### src/rtl/execute_branch_resolve.sv
// execute_branch_resolve: resolves branch conditions against flags, raises redirects on mispredict, and counts branches.
module execute_branch_resolve #(
    parameter int ADDR_W = 32,
    parameter int CNT_W  = 16
) (
    input  logic              iCLOCK,
    input  logic              iRESET_SYNC,
    input  logic              iCTRL_HOLD,
    input  logic [4:0]        iFLAG,
    input  logic              iPREV_INST_VALID,
    input  logic              iPREV_BRANCH,
    input  logic [3:0]        iPREV_CC,
    input  logic [ADDR_W-1:0] iPREV_PC,
    input  logic [ADDR_W-1:0] iPREV_JUMP_ADDR,
    input  logic              iPREV_PRED_TAKEN,
    input  logic [ADDR_W-1:0] iPREV_PRED_ADDR,
    output logic              oPREV_BUSY,
    output logic              oJUMP_VALID,
    output logic [ADDR_W-1:0] oJUMP_ADDR,
    input  logic              iJUMP_ACK,
    output logic              oFLUSH,
    output logic [CNT_W-1:0]  oBRANCH_COUNT,
    output logic [CNT_W-1:0]  oMISS_COUNT
);
    typedef enum logic {IDLE, REQ} state_t;
    state_t              r_state;
    logic                r_jump_valid, r_flush;
    logic [ADDR_W-1:0]   r_jump_addr;
    logic [CNT_W-1:0]    r_branch_cnt, r_miss_cnt;
    logic                w_zf, w_pf, w_cf, w_of, w_sf, w_lt;
    logic                w_taken, w_accept, w_miss;
    logic [ADDR_W-1:0]   w_target;
    assign {w_sf, w_of, w_cf, w_pf, w_zf} = iFLAG;
    assign w_lt = w_sf ^ w_of;
    always_comb begin
        w_taken = 1'b0;
        case (iPREV_CC)
            4'd0:  w_taken = 1'b1;
            4'd1:  w_taken = w_zf;
            4'd2:  w_taken = ~w_zf;
            4'd3:  w_taken = w_sf;
            4'd4:  w_taken = ~w_sf;
            4'd5:  w_taken = w_cf;
            4'd6:  w_taken = ~w_cf;
            4'd7:  w_taken = w_of;
            4'd8:  w_taken = ~w_of;
            4'd9:  w_taken = ~w_zf & ~w_lt;
            4'd10: w_taken = ~w_lt;
            4'd11: w_taken = w_lt;
            4'd12: w_taken = w_zf | w_lt;
            4'd13: w_taken = w_pf;
            4'd14: w_taken = ~w_pf;
            default: w_taken = 1'b0;
        endcase
    end
    assign w_accept = iPREV_INST_VALID & ~iCTRL_HOLD & (r_state == IDLE) & iPREV_BRANCH;
    assign w_target = w_taken ? iPREV_JUMP_ADDR : iPREV_PC + ADDR_W'(4);
    assign w_miss   = (w_taken != iPREV_PRED_TAKEN) |
                      (w_taken & iPREV_PRED_TAKEN & (iPREV_PRED_ADDR != iPREV_JUMP_ADDR));
    always_ff @(posedge iCLOCK) begin
        if (iRESET_SYNC) begin
            r_state      <= IDLE;
            r_jump_valid <= 1'b0;
            r_jump_addr  <= '0;
            r_flush      <= 1'b0;
            r_branch_cnt <= '0;
            r_miss_cnt   <= '0;
        end else begin
            r_flush <= 1'b0;
            if (w_accept) begin
                r_branch_cnt <= r_branch_cnt + CNT_W'(~&r_branch_cnt);
                if (w_miss) begin
                    r_miss_cnt   <= r_miss_cnt + CNT_W'(~&r_miss_cnt);
                    r_state      <= REQ;
                    r_jump_valid <= 1'b1;
                    r_jump_addr  <= w_target;
                    r_flush      <= 1'b1;
                end
            end
            if (r_state == REQ && iJUMP_ACK) begin
                r_state      <= IDLE;
                r_jump_valid <= 1'b0;
            end
        end
    end
    assign oPREV_BUSY    = (r_state == REQ);
    assign oJUMP_VALID   = r_jump_valid;
    assign oJUMP_ADDR    = r_jump_addr;
    assign oFLUSH        = r_flush;
    assign oBRANCH_COUNT = r_branch_cnt;
    assign oMISS_COUNT   = r_miss_cnt;
endmodule

### config.mk
export PLATFORM = sky130hd
export DESIGN_NAME = execute_branch_resolve
export DESIGN_NICKNAME = d
export VERILOG_FILES = /design/src/rtl/execute_branch_resolve.sv
export SDC_FILE = /design/constraint.sdc
export NUM_CORES = 1
export LEC_CHECK = 0
export ABC_AREA = 1
export CAP_MARGIN = 20
export CORE_UTILIZATION = 30
export DETAILED_ROUTE_END_ITERATION = 8
export SYNTH_ARGS = -nofsm -noshare
export SYNTH_HDL_FRONTEND = slang
export SYNTH_SLANG_ARGS = --single-unit
### constraint.sdc
create_clock -name iCLOCK -period 3.1 [get_ports iCLOCK]
set_input_delay 0.62 -clock iCLOCK [delete_from_list [all_inputs] [get_ports iCLOCK]]
set_output_delay 0.62 -clock iCLOCK [all_outputs]
set_load 0.05 [all_outputs]
Word-level counts from Yosys, hierarchy flattened
Index checks and enable logic that the tools add are counted.
- flip-flop bits (word level): 66
- output and inout port bits: 67
- logic and storage cells: 54
- add/subtract/negate cells: 3
- equal/unequal tests: 16
- multiplexer cells: 3
- bitwise gates (word level): 18
- reduce and logical (&&, ||, !) cells: 9
- operator list (cell ; number):
    adder 16 x 1 -> 16 bit ; 2
    adder 32 x 3 -> 32 bit, second input constant ; 1
    two-way mux 32 bit ; 1
    != test 32 bit ; 1
    AND reduction 16 bit ; 2
    == test 4 bit, second input constant ; 7
    == test 4 x 3 -> 1 bit, second input constant ; 4
    one-hot mux 1 bit (15 select lines) ; 1
    inverter 1 bit ; 9
    == test 4 x 2 -> 1 bit, second input constant ; 2
    bitwise AND 1 bit ; 6
    == test 4 x 1 -> 1 bit, second input constant ; 1
    zero test 4 bit ; 1
    OR reduction 2 bit ; 2
    zero test 1 bit ; 2
    OR 1 bit ; 2
    AND reduction 2 bit ; 1
    logical AND 1 bit ; 1
    two-way mux 1 bit ; 1
    != test 1 bit ; 1
    bitwise XOR 1 bit ; 1

Depth between registers and ports, before layout
Gate-level depths: netlist (run 1).
- depth after elaboration: 8
- depth in mapped cells: 16
- depth with buffers taken out: 15

Worst setup path after synthesis (run 1)
OpenSTA, ideal clock, no wires.
- kind: input-to-reg
- from: in iPREV_CC[2]
- to: reg r_jump_addr[10] (netlist: oJUMP_ADDR[10])
- setup time: 0.113 ns
- arrival: 2.292 ns
- data required time: 2.987 ns
- setup slack: 0.695 ns
- cell stages on the path: 14
- path buffers: 2
- cells stage by stage: inv_1 > nor2_1 > nand3_1 > nand2_1 > nor3_4 > nand2_4 > buf_6 > ha_1 > inv_1 > nand2_1 > clkbuf_1 > nand3_1 > nor2_1 > nor2_1
- longest elaborated chain between the ends: 6
- ends and longest elaborated chain (item ; RTL line ; text):
    start: declaration ; 12 ; input logic [3:0] iPREV_CC,
    == test 4 bit, or another cell as far along ; 37 ; case (iPREV_CC)
    one-hot mux 1 bit (15 select lines) * ; 37 ;
    bitwise AND 1 bit (2 in series) ; 59 ; (w_taken & iPREV_PRED_TAKEN & (iPREV_PRED_ADDR != iPREV_JUMP_ADDR));
    OR 1 bit ; 58 ; assign w_miss = (w_taken != iPREV_PRED_TAKEN) |
    AND reduction 2 bit (no line) ; - ;
    end signal: assignment ; 76 ; r_jump_addr <= w_target;
    end: declaration ; 28 ; logic [ADDR_W-1:0] r_jump_addr;
Every way passes the cells marked *; elsewhere a longest branch is shown, timed or not.
A chain may end at the register's enable or synchronous reset.

Worst setup path after layout (run 1)
- from: in iFLAG[3]
- to: reg r_jump_addr[22] (netlist: oJUMP_ADDR[22])
- longest elaborated chain between the ends: 8
- ends and longest elaborated chain (item ; RTL line ; text):
    start: declaration ; 9 ; input logic [4:0] iFLAG,
    bitwise XOR 1 bit ; 34 ; assign w_lt = w_sf ^ w_of;
    inverter 1 bit ; 47, 48 ;
    bitwise AND 1 bit ; 47 ; 4'd9: w_taken = ~w_zf & ~w_lt;
    one-hot mux 1 bit (15 select lines) * ; 37 ;
    bitwise AND 1 bit (2 in series) ; 59 ;
    OR 1 bit ; 58 ;
    AND reduction 2 bit (no line) ; - ;
Marked as above.

==> out/qor.csv, run 1 <==
metric,value,unit
n_diodes,0,
clk_skew,0.006809,ns
Comb pwr share,26.2,%
clock buffer depth,2,
Critical Path Start,iFLAG[3],
# IOs,179,
DR vias,5746,
die area,17660,um2
final net count,1164,
Synth Cell Area,5140,um2
H-tree Lvls,3,
FP Rows,47,
most frequent cells in the layout,"287 x nand2_1, 178 x clkdlybuf4s50_1, 146 x nor2_1",
WP data required,3.34,ns
final WL,16190,um
Pwr Total,2.750,mW
RSZ-0062 raised after global routing,no,
crit path kind,input port to register,
Clk network pwr share,41.5,%
DRC Markers,0,
switching portion of total power,31.32,%
largest net degree at the start of global routing,54,
sequential element share of the synthesized area,25.71,%
pwr dens,369.3,nW/um2
Slew Limit Headroom,60.97,%
CTS tree,done,
r2r endpoint,oMISS_COUNT[14],
Die Y,132.9,um
root buf cell,clkbuf_16,
Period minus WS final,2.494,ns
wire per inst,12.74,um
die width,132.9,um
Setup crit start kind,input port,
"commonest non-fill, non-tap cell in the layout",nand2_1,
gp weighted congestion,0.9039,
number of buffers added on ports,178,
crit end category,register,
Peak Freq,400.9,MHz
Worst R2R Start,oMISS_COUNT[2],
DP HPWL,12590,um
Yosys warnings,0,
Final Max Tran Viols,0,
final core occ,44.73,%
Mapped Cells,876,
drt first pass iters,4,
Setup crit end,oJUMP_ADDR[22],
Setup Buffers After CTS,0,
"Hold Vio Cnt, Final",0,
Switching Power,0.8611,mW
"Clk Latency, worst-skew pair",0.35,ns
R2R depth,11,
outcome,completed,
final setup vio count,0,
Least-Margin Pin Slew,0.5836,ns
cts bufs inserted,9,
Synth cell types,35,
Core Footprint,16640,um2
Mean Syn Cell Area,5.868,um2
hold slack,0.4631,ns
Sink Count,66,
period utilisation layout,80.46,%
final setup TNS,0,ns
#FFs+latches synth,66,
number of routed nets with antenna violations,0,
detail-routed via count per cell,4.521,
synthesized net count,994,
GR Util All Layers,19.10,%
vias in the first global route,5420,
crit-path max FO,49,
Max VDD drop,0.2357,mV
Area Growth Syn to Fin,44.84,%
cts hold-fix bufs,0,
share of layout cells above drive strength 1,4.853,%
Max Cap Violations,0,
number of antenna violations at the first check in global routing,0,
DR iter-0 viols,322,
R2R setup slack,0.86,ns
GRT overflow,0,
first-pass GRT wire length,26760,um
Leak,3.089,nW
sequential group share of total power,32.3,%
worst min path class,register to register,
Power Internal,1.889,mW
Clock Pin Slew Worst Setup and Hold Paths,0.06,ns
Post-CTS Resized,0,
Starting Density,30.88,%
CP Data Arrival Time,2.73,ns
-- logic make-up after synthesis --
group / after synthesis / synth area share (%)
AOI/OAI and AO/OA: 51 / 5.161
adders and majority gates: 6 / 1.461
xor gates and xnor gates: 58 / 9.883
and+or+nand+nor: 567 / 46.88
buffers and inverters: 128 / 10.91
DFF: 66 / 25.71
-- cells in the mapped netlist --
| master | number | area share (%) |
|---|---|---|
| nand2_1 | 288 | 21 |
| nor2_1 | 146 | 11 |
| inv_1 | 91 | 6.6 |
| nand3_1 | 87 | 8.5 |
| dfxtp_1 | 66 | 26 |
| a21oi_1 | 38 | 3.7 |
| xnor2_1 | 37 | 6.3 |
| xor2_1 | 21 | 3.6 |
| clkbuf_1 | 9 | 0.66 |
| nand3b_1 | 9 | 1.3 |
| nor3_1 | 9 | 0.88 |
| o21ai_0 | 9 | 0.88 |
| buf_6 | 8 | 1.8 |
| buf_2 | 7 | 0.68 |
| nand4_1 | 7 | 0.85 |
| ha_1 | 6 | 1.5 |
| inv_2 | 6 | 0.44 |
| buf_1 | 4 | 0.29 |
| nand2_2 | 4 | 0.49 |
| buf_4 | 3 | 0.44 |
| a21oi_2 | 2 | 0.34 |
| and2_1 | 2 | 0.24 |
| nand3_2 | 2 | 0.39 |
| nor2_2 | 2 | 0.24 |
| nor3_4 | 2 | 0.63 |
| nor4_1 | 2 | 0.24 |
| a211oi_1 | 1 | 0.15 |
| nand2_4 | 1 | 0.22 |
| nor2_4 | 1 | 0.22 |
| nor3_2 | 1 | 0.19 |
| nor3b_1 | 1 | 0.15 |
| nor4_4 | 1 | 0.41 |
| o21ai_1 | 1 | 0.097 |
| or2_0 | 1 | 0.12 |
| or2_1 | 1 | 0.12 |
-- flip-flops by register name, summed over array words and instances, names as in the netlist --
register	flops
oJUMP_ADDR	32
oMISS_COUNT	16
oFLUSH	1
oBRANCH_COUNT	16
oJUMP_VALID	1
-- area by class of cell --
cell class                      count  area [um2]
Fill cell                        1765        9198
Multi-Input combinational cell    682        3261
Timing Repair Buffer              190        1897
Sequential cell                    66        1321
Inverter                           97       364.1
Tap cell                          220       275.3
Clock buffer                        9       225.2
Clock inverter                      7       101.3
-- how the worst min path moves through the flow --
stage	depth (start not counted)	end	from	slack, ns
final	2	oJUMP_ADDR[13]	oJUMP_ADDR[13]	0.46
after global routing	2	oJUMP_ADDR[25]	oJUMP_ADDR[25]	0.48
after CTS	2	oJUMP_ADDR[24]	oJUMP_ADDR[24]	0.46
after detailed placement	2	oJUMP_ADDR[13]	oJUMP_ADDR[13]	0.45
after global placement	2	oJUMP_ADDR[16]	oJUMP_ADDR[16]	0.45
after floorplan	2	oJUMP_ADDR[12]	oJUMP_ADDR[12]	0.68
-- critical path: stages --
cell             delay, ns
clkdlybuf4s50_1       0.53
inv_1                 0.09
nand2_1               0.08
nand3_1               0.08
nand2_1               0.06
nand3_1               0.08
nor2_2                0.18
nand2_4               0.06
ha_1                  0.27
inv_1                 0.04
nand2_2               0.09
buf_12                0.25
nand3_1               0.11
nor2_1                0.13
nor2_1                0.06
-- metal layers --
layer | wire (um) | vias to the layer above | part of all wire (%) | global-route usage, %
met5 | 0 | - | 0 | 0
met4 | 363 | 0 | 2.2 | 7.216
met3 | 929 | 24 | 5.7 | 3.908
met2 | 7505 | 162 | 46 | 31.97
met1 | 7393 | 2498 | 46 | 23.99
li1 | - | 3062 | - | -
-- power groups by stage --
stage | logic, mW | registers, mW | clock network (mW)
floorplan | 0.340 | 0.993 | 0
CTS | 0.726 | 0.889 | 1.17
global route | 0.795 | 0.892 | 1.19
detailed placement | 0.724 | 0.908 | 0
global placement | 0.722 | 0.907 | 0
finish | 0.721 | 0.889 | 1.14
-- through the flow --
stage / std cells / setup slack, ns / cell area (um2)
6_report: 1271 / 0.6058 / 7445
5_1_grt: 1271 / 0.3309 / 7445
3_3_place_gp: 1255 / 0.2172 / 7118
3_5_place_dp: 1255 / 0.2383 / 7118
2_1_floorplan: 876 / 0.6951 / 5140
4_1_cts: 1271 / 0.5999 / 7445
(Power assumes the default switching activity.)
==> run 2: changes to the inputs <==
- clock period: 3.1 -> 2.06 ns (I/O delays scaled with it)
==> run 2 against run 1 <==
  * Utilization grew 9.1 points
  * Worst setup slack lost 0.56 ns
  * Critical path depth shrank 13
  * Via count grew 9.0%
  * Die area is the same
  * Wire length grew 11%
  * Final cell count grew 9.9%
  * Global-route usage grew 1.6 points
  * Combinational power grew 91%
  * Register-to-register slack lost 0.75 ns
  * Sequential power grew 51%
  * Total power grew 64%
  * Largest cell class unchanged
  * Largest power group unchanged
==> out/qor.csv, run 2 (synthesis gave the netlist of run 1 again) <==
metric,value,unit
outcome,completed,
post-route cell area,8961,um2
worst min path class,register to register,
Core Footprint,16640,um2
switching portion of total power,30.04,%
cts bufs inserted,9,
H-tree Lvls,3,
crit end category,output pin,
Die Y,132.9,um
Pwr Total,4.504,mW
die width,132.9,um
Max Cap Violations,0,
"Clk Latency, worst-skew pair",0.34,ns
Post-Layout Cell Count,1397,
sequential group share of total power,29.8,%
crit path kind,register to output pin,
final WL,18000,um
R2R setup slack,0.11,ns
number of flip-flops in the largest register,32,
pwr dens,502.6,nW/um2
"Hold Vio Cnt, Final",0,
CP Data Arrival Time,1.61,ns
Area after DPL,8155,um2
Worst Hold End,oJUMP_ADDR[16],
GR Util All Layers,20.65,%
die area,17660,um2
R2R depth,13,
number of buffers added on ports,178,
Sink Count,66,
crit-path max FO,4,
Slew Limit Headroom,62.70,%
share of layout cells above drive strength 1,22.68,%
final core occ,53.85,%
root buf cell,clkbuf_16,
clk_skew,0.003647,ns
FP Rows,47,
largest net degree at the start of global routing,45,
# IOs,179,
wire per inst,12.88,um
n_diodes,0,
hold slack,0.4602,ns
GRT overflow,0,
DRC Markers,0,
Clk network pwr share,39.6,%
Leak,4.334,nW
Final Max Tran Viols,0,
"commonest non-fill, non-tap cell in the layout",nand2_1,
Placed Cells,1368,
Switching Power,1.353,mW
Peak Freq,495.3,MHz
Least-Margin Pin Slew,0.5577,ns
number of antenna violations at the first check in global routing,0,
Comb pwr share,30.6,%
final net count,1291,
DP HPWL,13680,um
Worst R2R Start,oBRANCH_COUNT[6],
Setup crit start kind,register,
hold path cells,2,
vias in the first global route,6004,
clock buffer depth,2,
Starting Density,30.88,%
Area Growth Syn to Fin,74.34,%
gp weighted congestion,0.9073,
Period minus WS final,2.019,ns
drt first pass iters,4,
r2r endpoint,oBRANCH_COUNT[11],
detail-routed via count per cell,4.482,
final setup vio count,0,
period utilisation layout,98.00,%
number of routed nets with antenna violations,0,
Max VDD drop,0.4761,mV
WP data required,1.65,ns
Clock Pin Slew Worst Setup and Hold Paths,0.06,ns
DR iter-0 viols,293,
hold path start,oJUMP_ADDR[16],
DR vias,6262,
first-pass GRT wire length,29190,um
Power Internal,3.151,mW
most frequent cells in the layout,"275 x nand2_1, 132 x nor2_1, 126 x buf_4",
CTS tree,done,
run 2: layout make-up:
class                      count  area, um2
sequential                    66       1360
clock inverter                 5      103.9
multi-input combinational    682       3495
clock buffer                  10      229.0
tap                          220      275.3
timing repair buffer         317       3117
inverter                      97      381.6
fill                        1657       7681
run 2: timing repair:
item / in CTS / in global routing
pin swaps: 17 / 50
setup endpoints to repair: 52 / 55
cloned: 3 / 0
resized for setup: 38 / 100
buffers inserted: 8 / 3
hold buffers: 0 / 0
run 2: how the worst max path moves through the flow:
stage | start | end
floorplan | iPREV_CC[0] | oMISS_COUNT[5]
finish | oBRANCH_COUNT[7] | oBRANCH_COUNT[7]
detailed placement | iPREV_CC[0] | oJUMP_ADDR[24]
CTS | oBRANCH_COUNT[7] | oBRANCH_COUNT[12]
global placement | iPREV_CC[1] | oMISS_COUNT[5]
global route | oBRANCH_COUNT[6] | oBRANCH_COUNT[11]
run 2: worst max-delay path: stages (launching register included):
cell and delay, ns:
dfxtp_2 0.34, buf_4 0.13, clkdlybuf4s50_1 0.79
run 2: per-layer routing:
layer	vias to the layer above	global-route usage [%]	share of wire (%)
met5	-	0	0
met4	0	6.897	1.8
met3	18	4.176	5.9
met2	161	35.25	47
met1	2771	25.74	45
li1	3312	-	-
run 2: power groups by stage:
stage                     logic [mW]  clock network, mW  registers (mW)
after floorplan                0.537                  0            1.49
after global placement          1.27                  0            1.37
after detailed placement        1.28                  0            1.37
after CTS                       1.37               1.81            1.34
after global routing            1.51               1.87            1.35
final                           1.38               1.78            1.34
run 2: stage by stage:
stage	setup TNS [ns]	setup WS, ns
2_1_floorplan	-0.1656	-0.02079
3_3_place_gp	-24.78	-0.5170
3_5_place_dp	-27.56	-0.5707
4_1_cts	0	0.01887
5_1_grt	-0.04283	-0.02332
6_report	0	0.04111
==> run 3: changes to the inputs <==
- PLACE_DENSITY_LB_ADDON: unset -> 0.08
==> run 3 against run 2 <==
  * First-iteration DRC count rose by 16%
  * Via count shrank 1.4%
  * Worst hold slack gained 0.0015 ns
  * Cell area decreased by 2.2%
  * Maximum frequency is essentially flat
  * Sequential share of layout area is 0.35 points higher
  * Flip-flop and latch count unchanged
  * Highest routed layer unchanged
==> out/qor.csv, run 3 (synthesis gave the netlist of run 1 again) <==
metric,value,unit
root buf cell,clkbuf_16,
clk_skew,0.003894,ns
H-tree Lvls,3,
CTS tree,done,
clock buffer depth,2,
top layer in use,met4,
Starting Density,30.88,%
n_diodes,0,
met3 WL post-DR,910,um
R2R depth,14,
number of flip-flops in the largest register,32,
hold path start,oJUMP_ADDR[9],
final net count,1292,
R2R setup slack,0.13,ns
Max VDD drop,0.4962,mV
final setup TNS,0,ns
CP max stage delay,0.79,ns
Critical Path Start,oMISS_COUNT[7],
DRC Markers,0,
die area,17660,um2
most frequent cells in the layout,"274 x nand2_1, 131 x nor2_1, 131 x buf_4",
Bufs and invs on worst path,2,
FP Rows,47,
crit end category,output pin,
slack of the critical path,0.04156,ns
Max Cap Violations,0,
vias in the first global route,5816,
GRT overflow,0,
GR Util All Layers,21.02,%
DP HPWL,14020,um
final WL,18240,um
pwr dens,469.8,nW/um2
Final Max Tran Viols,0,
# IOs,179,
WP data required,1.65,ns
Setup crit end,oMISS_COUNT[7],
DR vias,6175,
die width,132.9,um
Clk network pwr share,34.8,%
drt first pass iters,4,
outcome,completed,
final setup vio count,0,
CP max stage cell,clkdlybuf4s50_1,
Switching Power,1.330,mW
gp weighted congestion,0.8656,
DR WL met2,8582,um
RSZ-0062 raised after global routing,yes,
Slew Limit Headroom,63.16,%
hold slack,0.4617,ns
r2r endpoint,oBRANCH_COUNT[14],
Period minus WS final,2.018,ns
Worst R2R Start,oBRANCH_COUNT[7],
WL met1,8449,um
Clock Pin Slew Worst Setup and Hold Paths,0.06,ns
"commonest non-fill, non-tap cell in the layout",nand2_1,
number of buffers added on ports,178,
"Clk Latency, worst-skew pair",0.33,ns
crit path kind,register to output pin,
switching portion of total power,32.33,%
dpl ws,-0.5599,ns
Setup crit start kind,register,
final core occ,52.64,%
detail-routed via count per cell,4.417,
Die Y,132.9,um
fill cell count,1725,
cts bufs inserted,9,
crit-path max FO,4,
Core Footprint,16640,um2
CP cell instances,buf_4 -> clkdlybuf4s50_1,
Peak Freq,495.4,MHz
"delay-heaviest family, CP",buffers and inverters,
DR iter-0 viols,339,
share of layout cells above drive strength 1,23.34,%
Leak,4.084,nW
largest net degree at the start of global routing,36,
worst min path class,register to register,
CP Data Arrival Time,1.61,ns
wire per inst,13.05,um
Least-Margin Pin Slew,0.5508,ns
Power Internal,2.785,mW
first-pass GRT wire length,29400,um
Crit path depth,2,
number of antenna violations at the first check in global routing,0,
sequential group share of total power,32.5,%
period utilisation layout,97.98,%
Sink Count,66,
Comb pwr share,32.7,%
Area Growth Syn to Fin,70.42,%
"Hold Vio Cnt, Final",0,
number of routed nets with antenna violations,0,
[run 3: changes by cell type in the layout (fill, tap and decap cells not counted), moves of 4 or more]
cell / delta
dlymetal6s2s_1: -18
clkdlybuf4s50_1: +17
buf_12: -6
buf_4: +5
buf_6: +5
nor2_2: +4
[run 3: worst register-to-register path, delay by kind of cell (launching register included)]
family	cells	cell delay, ns
AND/OR/NAND/NOR	10	1.03
flip-flops	1	0.32
adder cells (fa/ha/maj)	2	0.36
buffers and inverters	2	0.12
[run 3: how the worst min path moves through the flow]
stage	end	slack (ns)	cells past startpoint
final	oJUMP_ADDR[9]	0.46	2
after global routing	oJUMP_ADDR[12]	0.49	2
after CTS	oJUMP_ADDR[25]	0.46	2
after detailed placement	oJUMP_ADDR[25]	0.45	2
after global placement	oJUMP_ADDR[9]	0.45	2
after floorplan	oJUMP_VALID	0.57	3
[run 3: area by class of cell]
class	count	area, um2	area share (%)
Timing Repair Buffer	318	2987	34.10
Sequential cell	66	1360	15.53
Multi-Input combinational cell	682	3491	39.85
Inverter	97	376.6	4.299
Tap cell	220	275.3	3.142
Clock buffer	10	239.0	2.728
Clock inverter	5	31.28	0.3571
[run 3: per-stage QoR]
stage	cells	cell area (um2)	power, mW
2_1_floorplan	876	5243	2.031
3_3_place_gp	1367	8083	2.638
3_5_place_dp	1367	8083	2.641
4_1_cts	1395	8562	4.150
5_1_grt	1398	8760	4.327
6_report	1398	8760	4.115
[run 3: routing by layer]
layer | global-route usage, % | up-vias
met3 | 3.295 | 15
met5 | 0 | -
met4 | 6.258 | 0
li1 | - | 3318
met2 | 35.43 | 146
met1 | 27.42 | 2696
[run 3: power by group through the flow]
stage | logic (mW) | registers [mW] | clock network (mW)
6_report | 1.35 | 1.34 | 1.43
5_1_grt | 1.46 | 1.34 | 1.52
3_3_place_gp | 1.27 | 1.37 | 0
3_5_place_dp | 1.27 | 1.37 | 0
2_1_floorplan | 0.537 | 1.49 | 0
4_1_cts | 1.34 | 1.34 | 1.47
[run 3: timing repair]
action                     in CTS  in global routing
setup endpoints to repair      51                 57
gates resized for setup        34                 86
hold buffers                    0                  0
pin swaps                      15                 35
cloned                          2                  1
setup buffers                  12                  5
